### src/rtl/int_seq_pkg.sv
// Shared state codes, source encoding and vector constants for the
// interrupt/reset entry sequencer.
package int_seq_pkg;

  localparam logic [2:0] IDLE = 3'd0;
  localparam logic [2:0] C1   = 3'd1;
  localparam logic [2:0] C2   = 3'd2;
  localparam logic [2:0] C3   = 3'd3;
  localparam logic [2:0] C4   = 3'd4;
  localparam logic [2:0] C5   = 3'd5;
  localparam logic [2:0] C6   = 3'd6;

  typedef enum logic [1:0] {
    SRC_RES = 2'd0,
    SRC_NMI = 2'd1,
    SRC_IRQ = 2'd2,
    SRC_BRK = 2'd3
  } src_t;

  localparam logic [15:0] VEC_RES  = 16'hFFFC;
  localparam logic [15:0] VEC_NMI  = 16'hFFFA;
  localparam logic [15:0] VEC_IRQ0 = 16'hFFFE;

  // Channel 0 keeps the legacy IRQ/BRK vector; the rest step down by 2 from base.
  function automatic logic [15:0] irq_vector(input logic [15:0] base, input logic [2:0] ch);
    if (ch == 3'd0) return VEC_IRQ0;
    return base - {12'd0, ch - 3'd1, 1'b0};
  endfunction

endpackage

### src/rtl/nmi_edge_sync.sv
// Multi-stage synchroniser for the asynchronous _NMI pin, producing a
// one-cycle pulse on each synchronised falling edge.
module nmi_edge_sync #(
  parameter int STAGES = 2
) (
  input  logic clk,
  input  logic rst_n,
  input  logic nmi_n,
  output logic nmi_fall
);

  logic [STAGES-1:0] sync_reg;
  logic              last_reg;

  // Chain idles high so a pin held inactive never looks like an edge after reset.
  always_ff @(posedge clk or negedge rst_n) begin
    if (!rst_n) begin
      sync_reg <= '1;
      last_reg <= 1'b1;
    end else begin
      sync_reg <= {sync_reg[STAGES-2:0], nmi_n};
      last_reg <= sync_reg[STAGES-1];
    end
  end

  assign nmi_fall = last_reg & ~sync_reg[STAGES-1];

endmodule

### src/rtl/int_sequencer.sv
// Interrupt/reset entry sequencer: arbitrates RES/NMI/IRQ/BRK, runs the
// six-cycle push/vector-fetch sequence and drives the vector address.
module int_sequencer
  import int_seq_pkg::*;
#(
  parameter int          N_IRQ        = 1,
  parameter int          NMI_SYNC     = 2,
  parameter logic [15:0] IRQ_VEC_BASE = 16'hFFF8
) (
  input  logic             PHI0,
  input  logic             _RES,
  input  logic             _NMI,
  input  logic [N_IRQ-1:0] _IRQ,
  input  logic [N_IRQ-1:0] IRQ_EN,
  input  logic             I_FLAG,
  input  logic             RDY,
  input  logic             T0,
  input  logic             BRK_OP,
  output logic             SEQ_ACTIVE,
  output logic             BRK5,
  output logic             BRK6E,
  output logic             PUSH_EN,
  output logic             RES_ACTIVE,
  output logic             B_FLAG,
  output logic [15:0]      VEC_ADDR,
  output logic [N_IRQ-1:0] IRQ_ACK
);

  logic [2:0]       state_reg, state_next;
  src_t             src_reg, src_next;
  logic [2:0]       ch_reg, ch_next;
  logic             b_reg, b_next;
  logic             res_pend_reg, res_pend_next;
  logic             nmi_pend_reg;
  logic             nmi_fall;
  logic [N_IRQ-1:0] irq_req;
  logic             irq_any;
  logic [2:0]       irq_low;
  logic             any_req;
  logic             seq_done;
  logic             hijack_window;
  logic [15:0]      vec_base;

  nmi_edge_sync #(.STAGES(NMI_SYNC)) u_nmi_sync (
    .clk      (PHI0),
    .rst_n    (_RES),
    .nmi_n    (_NMI),
    .nmi_fall (nmi_fall)
  );

  assign irq_req = ~_IRQ & IRQ_EN;
  assign irq_any = (|irq_req) & ~I_FLAG;

  always_comb begin
    irq_low = 3'd0;
    for (int i = N_IRQ - 1; i >= 0; i--) begin
      if (irq_req[i]) irq_low = 3'(i);
    end
  end

  assign any_req       = res_pend_reg | nmi_pend_reg | irq_any | BRK_OP;
  assign seq_done      = RDY && (state_reg == C6);
  assign hijack_window = (state_reg >= C1) && (state_reg <= C4);

  always_comb begin
    state_next    = state_reg;
    src_next      = src_reg;
    ch_next       = ch_reg;
    b_next        = b_reg;
    res_pend_next = res_pend_reg;
    if (RDY) begin
      case (state_reg)
        IDLE: begin
          // A pending reset starts without waiting for an instruction boundary.
          if (res_pend_reg || (T0 && any_req)) begin
            state_next = C1;
            ch_next    = 3'd0;
            b_next     = 1'b0;
            if (res_pend_reg)      src_next = SRC_RES;
            else if (nmi_pend_reg) src_next = SRC_NMI;
            else if (irq_any) begin
              src_next = SRC_IRQ;
              ch_next  = irq_low;
            end else begin
              src_next = SRC_BRK;
              b_next   = 1'b1;
            end
          end
        end
        C6: begin
          state_next = IDLE;
          b_next     = 1'b0;
          if (src_reg == SRC_RES) res_pend_next = 1'b0;
        end
        default: state_next = state_reg + 3'd1;
      endcase
      // NMI arriving before the vector fetch steals the IRQ/BRK sequence; B is kept.
      if (hijack_window && (src_reg == SRC_IRQ || src_reg == SRC_BRK) &&
          (nmi_pend_reg || nmi_fall))
        src_next = SRC_NMI;
    end
  end

  always_ff @(posedge PHI0 or negedge _RES) begin
    if (!_RES) begin
      state_reg    <= IDLE;
      src_reg      <= SRC_RES;
      ch_reg       <= 3'd0;
      b_reg        <= 1'b0;
      res_pend_reg <= 1'b1;
      nmi_pend_reg <= 1'b0;
    end else begin
      state_reg    <= state_next;
      src_reg      <= src_next;
      ch_reg       <= ch_next;
      b_reg        <= b_next;
      res_pend_reg <= res_pend_next;
      // Edge capture is not stalled by RDY so a short NMI is never lost; set wins over clear.
      nmi_pend_reg <= nmi_fall | (nmi_pend_reg & ~(seq_done && src_reg == SRC_NMI));
    end
  end

  always_comb begin
    case (src_reg)
      SRC_RES: vec_base = VEC_RES;
      SRC_NMI: vec_base = VEC_NMI;
      SRC_IRQ: vec_base = irq_vector(IRQ_VEC_BASE, ch_reg);
      default: vec_base = VEC_IRQ0;
    endcase
  end

  assign SEQ_ACTIVE = (state_reg != IDLE);
  assign BRK5       = (state_reg == C5);
  assign BRK6E      = (state_reg == C6);
  assign RES_ACTIVE = SEQ_ACTIVE && (src_reg == SRC_RES);
  assign PUSH_EN    = (state_reg >= C2) && (state_reg <= C4) && !RES_ACTIVE;
  assign B_FLAG     = b_reg;
  assign VEC_ADDR   = BRK5  ? vec_base :
                      BRK6E ? (vec_base | 16'h0001) : 16'h0000;

  genvar gi;
  generate
    for (gi = 0; gi < N_IRQ; gi++) begin : g_ack
      assign IRQ_ACK[gi] = seq_done && (src_reg == SRC_IRQ) && (ch_reg == 3'(gi));
    end
  endgenerate

endmodule

### config.mk
export PLATFORM = sky130hd
export DESIGN_NAME = int_sequencer
export DESIGN_NICKNAME = d
export VERILOG_FILES = /design/src/rtl/int_seq_pkg.sv /design/src/rtl/nmi_edge_sync.sv /design/src/rtl/int_sequencer.sv
export SDC_FILE = /design/constraint.sdc
export NUM_CORES = 1
export LEC_CHECK = 0
export CAP_MARGIN = 20
export CORE_AREA = 2 2 49 51
export CTS_BUF_LIST = sky130_fd_sc_hd__clkbuf_8
export DETAILED_ROUTE_END_ITERATION = 7
export DIE_AREA = 0 0 51 53
export PLACE_DENSITY = 0.7
export SLEW_MARGIN = 20
export SYNTH_ARGS = -nofsm -noshare
export SYNTH_HDL_FRONTEND = slang
export SYNTH_SLANG_ARGS = --single-unit
### constraint.sdc
create_clock -name PHI0 -period 1.72 [get_ports PHI0]
set_clock_uncertainty 0.1 [all_clocks]
set_input_delay 0.344 -clock PHI0 [delete_from_list [all_inputs] [get_ports PHI0]]
set_output_delay 0.344 -clock PHI0 [all_outputs]
set_load 0.02 [all_outputs]
==> flow_summary.json, run 1 <==
{
  "clock_latency_ns": 0.24,
  "grt_pass1_vias": 670,
  "powerDensity_mw_per_mm2": 1773,
  "syn_inst": 79,
  "synth-seq-cells": 11,
  "port_buffers": 31,
  "synthFlopType": "dfrtp_1",
  "grt_pass1_wl_um": 3036,
  "cts_root_buf": "clkbuf_8",
  "track_usage_pct": 15.62,
  "htree_levels": 1,
  "die_h_um": 53,
  "async_flop_share_pct": 100.0,
  "vias": 722,
  "synth_most_common_cell": "buf_4",
  "die_x_um": 51,
  "path_class": "flop to output pin",
  "clk_pin_slew_ns": 0.05,
  "syn_to_final_growth_pct": 72.37,
  "drcViolationCount": 0,
  "initial_utilization_pct": 34.36,
  "synth.cell_area_sq_um": 738.2,
  "crit_fanout": 13,
  "grt_overflow_total": 0,
  "whs_ns": 0.2564,
  "die_area_sq_mm": 0.002703,
  "synth_edf_count": 0,
  "critPathArrivalTime_ns": 1.44,
  "tightestPinTransition_ns": 0.4985,
  "cts_tree": "built",
  "max-cap-violations": 0,
  "synth_common_cells": "buf_4 (12), nor2_1 (10), dfrtp_1 (7), o21ai_0 (7), inv_1 (5)",
  "final-setup-viol-count": 22,
  "hold_viol": 0,
  "maxSlewHeadroom_pct": 66.66,
  "yosysTopAreaCell": "dfrtp_1",
  "finalMaxSlewViolations": 0,
  "fin_crit_sh_pct": 109.8,
  "yosys.area.top_type_share_pct": 23.73,
  "violations": "setup timing",
  "critPathLaunchType": "flop",
  "synth.area.top_cells": "dfrtp_1 (24%), dfstp_2 (14%), buf_4 (12%), ha_1 (6.8%), nor2_1 (5.1%)",
  "ys_warn_count": 0,
  "n_antenna_cell": 0,
  "max_freq_mhz": 529.6,
  "dr.pass1.iters": 4,
  "required_ns": 1.28,
  "largest_reg_flops": 3,
  "io_pins": 32,
  "status": "complete, but fails checks",
  "drive_above_1_share_pct": 61.79,
  "yosysUniqueCellTypes": 27,
  "gp_congestion": 0.7558,
  "grt_max_degree": 14,
  "antenna_found_initial": 0,
  "ir_worst_vdd_mv": 0.9324,
  "initialDrtViolationCount": 13,
  "rsz0062_at_grt": "yes",
  "post_drt_via_cell_ratio": 4.781,
  "wirelength_um": 2015,
  "fin_util_pct": 59.23,
  "fin_ws_ns": -0.1682,
  "min_path_type": "flop to flop",
  "synth-seq-area-share_pct": 37.97,
  "ant_nets": 0,
  "core_area_sq_mm": 0.002148,
  "end_kind": "output pin",
  "rows": 17,
  "finalPower_mw": 2.256,
  "fin_crit_ns": 1.888,
  "cts_buffers": 3,
  "wire_per_inst_um": 13.34,
  "syn_nets": 92,
  "avgSynthCellArea_sq_um": 9.344,
  "hpwl_um": 1440,
  "p_leak_nw": 0.5820,
  "cts_buffer_depth": 2,
  "fin_nets": 137,
  "cts.sinks": 11
}
==> final cells by class <==
cell class,count,area (sq um)
fillers,191,875.8
multi-input cells,50,461.7
repair buffers,53,430.4
flip-flops and latches,11,280.3
clock buffers,3,41.29
well taps,28,35.03
inverters,5,18.77
clock inverters,1,5.005
==> critical path: stages, from the launching register on <==
cell and delay [ns]:
dfrtp_1 0.42, inv_2 0.10, ha_4 0.19, o21ai_4 0.14, inv_2 0.07, buf_12 0.13, buf_2 0.15
==> cell usage in the layout, fill, tap and decap left out, types with 2 or more instances in the layout <==
cell type / instances
nand2b_1: 2
buf_4: 28
buf_2: 9
inv_1: 2
nand2_1: 2
and2_4: 3
clkdlybuf4s50_1: 7
dlygate4sd2_1: 2
nor2_1: 6
ha_4: 3
nor2_2: 3
mux2i_1: 2
o21ai_0: 4
o21ai_1: 2
buf_6: 6
nand4_1: 2
clkbuf_8: 3
dfstp_2: 4
inv_2: 3
dfrtp_1: 7
o31a_1: 3
==> cells by family after synthesis <==
kind of cell / count (synthesis) / synth area share, %
flip-flops: 11 / 37.97
buffers and inverters: 18 / 15.42
multiplexers: 2 / 2.712
AO/OA/AOI/OAI: 17 / 17.46
adder cells (fa/ha/maj): 4 / 6.780
AND/OR/NAND/NOR: 27 / 19.66
==> what timing repair did <==
action | in CTS | in global routing
endpoints found under the hold margin | 0 | 0
endpoints found under the setup margin | 25 | 25
pin swaps | 4 | 8
gates resized for setup | 103 | 32
hold buffers | 0 | 0
buffers inserted | 1 | 3
==> power by group <==
part	switching [mW]	internal [mW]	leakage (nW)
clock network	0.105	0.160	0.0255
registers	0.0795	0.335	0.124
logic	0.795	0.782	0.432
total	0.979	1.28	0.582
==> final timing paths <==
kind | end | depth (start not counted) | startpoint | slack, ns
worst min-delay path | u_nmi_sync.sync_reg[1] | 0 | u_nmi_sync.sync_reg[0] | 0.26
worst max-delay path | VEC_ADDR[9] | 6 | state_reg[0] | -0.17
worst max register to register | src_reg[0] | 7 | state_reg[1] | -0.10
worst min register to register | u_nmi_sync.sync_reg[1] | 0 | u_nmi_sync.sync_reg[0] | 0.26
max in group asynchronous | u_nmi_sync.sync_reg[0] | 1 | _RES | 0.83
min in group asynchronous | B_FLAG | 1 | _RES | 0.34
==> per-stage QoR <==
step           instances   TNS, ns  instance area (sq um)  setup slack (ns)
3_3_place_gp         143    -7.954                   1150           -0.4685
2_1_floorplan         79  -0.06454                  752.0          -0.06454
4_1_cts              148    -2.780                   1124           -0.1702
3_5_place_dp         143    -8.394                   1150           -0.4849
5_1_grt              151    -4.508                   1272           -0.2325
6_report             151    -2.917                   1272           -0.1682
==> layer usage <==
metal / routed length (um) / part of all wire (%) / track usage (%) / up-vias
li1: - / - / - / 354
met1: 848 / 42 / 18.41 / 338
met2: 1016 / 50 / 26.84 / 28
met3: 127 / 6.3 / 3.955 / 2
met4: 21 / 1.0 / 6.757 / 0
met5: 0 / 0 / 0 / -
Note: power is estimated with default switching activity, not from simulation.
==> run 2, diff against run 1 <==
--- a/config.mk
+++ b/config.mk
@@ -11,7 +11,6 @@
 export DETAILED_ROUTE_END_ITERATION = 7
 export DIE_AREA = 0 0 51 53
 export PLACE_DENSITY = 0.7
-export SLEW_MARGIN = 20
 export SYNTH_ARGS = -nofsm -noshare
 export SYNTH_HDL_FRONTEND = slang
 export SYNTH_SLANG_ARGS = --single-unit
==> results of run 2 <==
The final DEF is identical to that of run 1; final timing and power are the same.
==> run 3, diff against run 2 <==
--- a/config.mk
+++ b/config.mk
@@ -6,11 +6,13 @@
 export NUM_CORES = 1
 export LEC_CHECK = 0
 export CAP_MARGIN = 20
-export CORE_AREA = 2 2 49 51
+export CELL_PAD_IN_SITES_DETAIL_PLACEMENT = 1
+export CELL_PAD_IN_SITES_GLOBAL_PLACEMENT = 1
+export CORE_AREA = 2 2 40 78
 export CTS_BUF_LIST = sky130_fd_sc_hd__clkbuf_8
 export DETAILED_ROUTE_END_ITERATION = 7
-export DIE_AREA = 0 0 51 53
-export PLACE_DENSITY = 0.7
+export DIE_AREA = 0 0 42 80
+export PLACE_DENSITY_LB_ADDON = 0.15
 export SYNTH_ARGS = -nofsm -noshare
 export SYNTH_HDL_FRONTEND = slang
 export SYNTH_SLANG_ARGS = --single-unit
==> run 3 against run 2 <==
Compared with the run above:
- the flow still finishes with violations (setup timing)
- register-to-register slack improved by 0.04 ns
- wire length grew 11%
- design area up 9.2%
- critical path type unchanged
- largest power group unchanged
==> flow_summary.json, run 3 (synthesis gave the netlist of run 1 again) <==
{
  "htree_levels": 1,
  "final-setup-viol-count": 20,
  "critPathLaunch": "state_reg[1]",
  "post_drt_via_cell_ratio": 4.794,
  "die_x_um": 42,
  "min_from": "u_nmi_sync.sync_reg[0]",
  "ir_worst_vdd_mv": 0.7608,
  "drcViolationCount": 0,
  "rows": 27,
  "maxSlewHeadroom_pct": 64.63,
  "required_ns": 1.28,
  "largest_reg_flops": 3,
  "path_delay_family": "buffers and inverters",
  "tightestPinTransition_ns": 0.5289,
  "cts_root_buf": "clkbuf_8",
  "power_frac_clock_pct": 10.8,
  "fin_crit_sh_pct": 108.5,
  "cts_buffers": 3,
  "crit_buf_inv": 4,
  "p_seq_share_pct": 18.4,
  "p_comb_share_pct": 70.8,
  "ant_nets": 0,
  "vias": 743,
  "holdBufCountCts": 0,
  "cts_buffer_depth": 2,
  "final_cell_mix": "buf_6 (24), buf_4 (23), nor2_1 (6), clkdlybuf4s50_1 (6)",
  "design_area_sq_mm": 0.001390,
  "syn_to_final_growth_pct": 88.30,
  "crit_chain": "inv_2 -> ha_4 -> o21ai_4 -> inv_2 -> buf_6 -> buf_6",
  "initial_utilization_pct": 26.98,
  "cts.sinks": 11,
  "grt_pass1_vias": 806,
  "dr.pass1.iters": 2,
  "cts_tree": "built",
  "critPathLaunchType": "flop",
  "fin_nets": 140,
  "status": "complete, but fails checks",
  "grt_max_degree": 12,
  "finalMaxSlewViolations": 0,
  "max_freq_mhz": 536.0,
  "instances_no_fill": 155,
  "min_path_type": "flop to flop",
  "rr_startpoint": "state_reg[1]",
  "port_buffers": 31,
  "post_dp_cell_area_sq_mm": 0.001154,
  "gp_congestion": 0.7085,
  "final_common_cell": "buf_6",
  "fin_crit_ns": 1.866,
  "fin_ws_ns": -0.1456,
  "powerDensity_mw_per_mm2": 1749,
  "clock_latency_ns": 0.24,
  "initialDrtViolationCount": 8,
  "p_switching_mw": 1.018,
  "wire_per_inst_um": 14.41,
  "max-cap-violations": 0,
  "core_area_sq_mm": 0.002736,
  "p_leak_nw": 0.6208,
  "violations": "setup timing",
  "hpwl_um": 1717,
  "clk_pin_slew_ns": 0.05,
  "p_int_mw": 1.413,
  "cp_slowest_cell": "dfrtp_1",
  "track_usage_pct": 14.36,
  "crit_fanout": 7,
  "die_h_um": 80,
  "hold_viol": 0,
  "grt_overflow_total": 0,
  "path_class": "flop to output pin",
  "rsz0062_at_grt": "yes",
  "sw_frac_of_total_pct": 41.88,
  "post-place-ws_ns": -0.5713,
  "dp_cells": 146,
  "slowest_delay_ns": 0.41,
  "wirelength_um": 2234,
  "fin_setup_tns_ns": -2.458,
  "n_antenna_cell": 0,
  "antenna_found_initial": 0,
  "grt_pass1_wl_um": 3622,
  "die_area_sq_mm": 0.003360,
  "io_pins": 32,
  "critPathArrivalTime_ns": 1.42,
  "drive_above_1_share_pct": 64.29,
  "fin_util_pct": 50.80,
  "n_fill_cell": 326,
  "end_kind": "output pin"
}
## run 3: timing repair
| item | in CTS | in global routing |
|---|---|---|
| buffers inserted | 0 | 4 |
| resized for setup | 141 | 26 |
| pin swaps | 5 | 9 |
| endpoints found under the setup margin | 25 | 25 |
| cloned | 1 | 0 |
## run 3: layout make-up
cell class	instances	area (sq um)	share of cell area, %
inverter	5	21.27	1.530
multi-input combinational	50	470.5	33.84
tap	29	36.28	2.610
clock buffer	3	41.29	2.970
sequential	11	282.8	20.34
timing repair buffer	56	533.0	38.34
clock inverter	1	5.005	0.3600
## run 3: worst reg2reg max path, delay by kind of cell, from the launching register on
family | cells | cell delay (ns)
flip-flops | 1 | 0.41
AO/OA/AOI/OAI | 2 | 0.32
AND/OR/NAND/NOR | 2 | 0.41
adder cells (fa/ha/maj) | 1 | 0.18
buffers and inverters | 2 | 0.24
## run 3: stage by stage
step	total power, mW	hold slack (ns)
2_1_floorplan	1.187	-0.05159
3_3_place_gp	1.743	0.2454
3_5_place_dp	1.774	0.2473
4_1_cts	2.185	0.2560
5_1_grt	2.584	0.2588
6_report	2.431	0.2534
## run 3: per-layer routing
metal / wire length, um / vias to the layer above / track usage, % / part of all wire, %
met2: 1381 / 29 / 30.31 / 62
li1: - / 352 / - / -
met1: 717 / 360 / 12.26 / 32
met5: 0 / - / 0 / 0
met4: 24 / 0 / 6.774 / 1.1
met3: 111 / 2 / 1.810 / 5.0
## run 3: power by group through the flow
stage | logic [mW] | registers (mW) | clock network [mW]
after global routing | 1.84 | 0.462 | 0.281
after global placement | 1.34 | 0.407 | 0
final | 1.72 | 0.448 | 0.262
after CTS | 1.48 | 0.426 | 0.274
after detailed placement | 1.36 | 0.411 | 0
after floorplan | 0.770 | 0.417 | 0
## run 3: final timing paths
kind | endpoint | slack [ns] | cells past startpoint
max | VEC_ADDR[7] | -0.15 | 6
min | u_nmi_sync.sync_reg[1] | 0.25 | 0
max reg2reg | src_reg[0] | -0.06 | 7
min reg2reg | u_nmi_sync.sync_reg[1] | 0.25 | 0
max in group asynchronous | state_reg[2] | 0.79 | 1
min in group asynchronous | state_reg[0] | 0.35 | 1
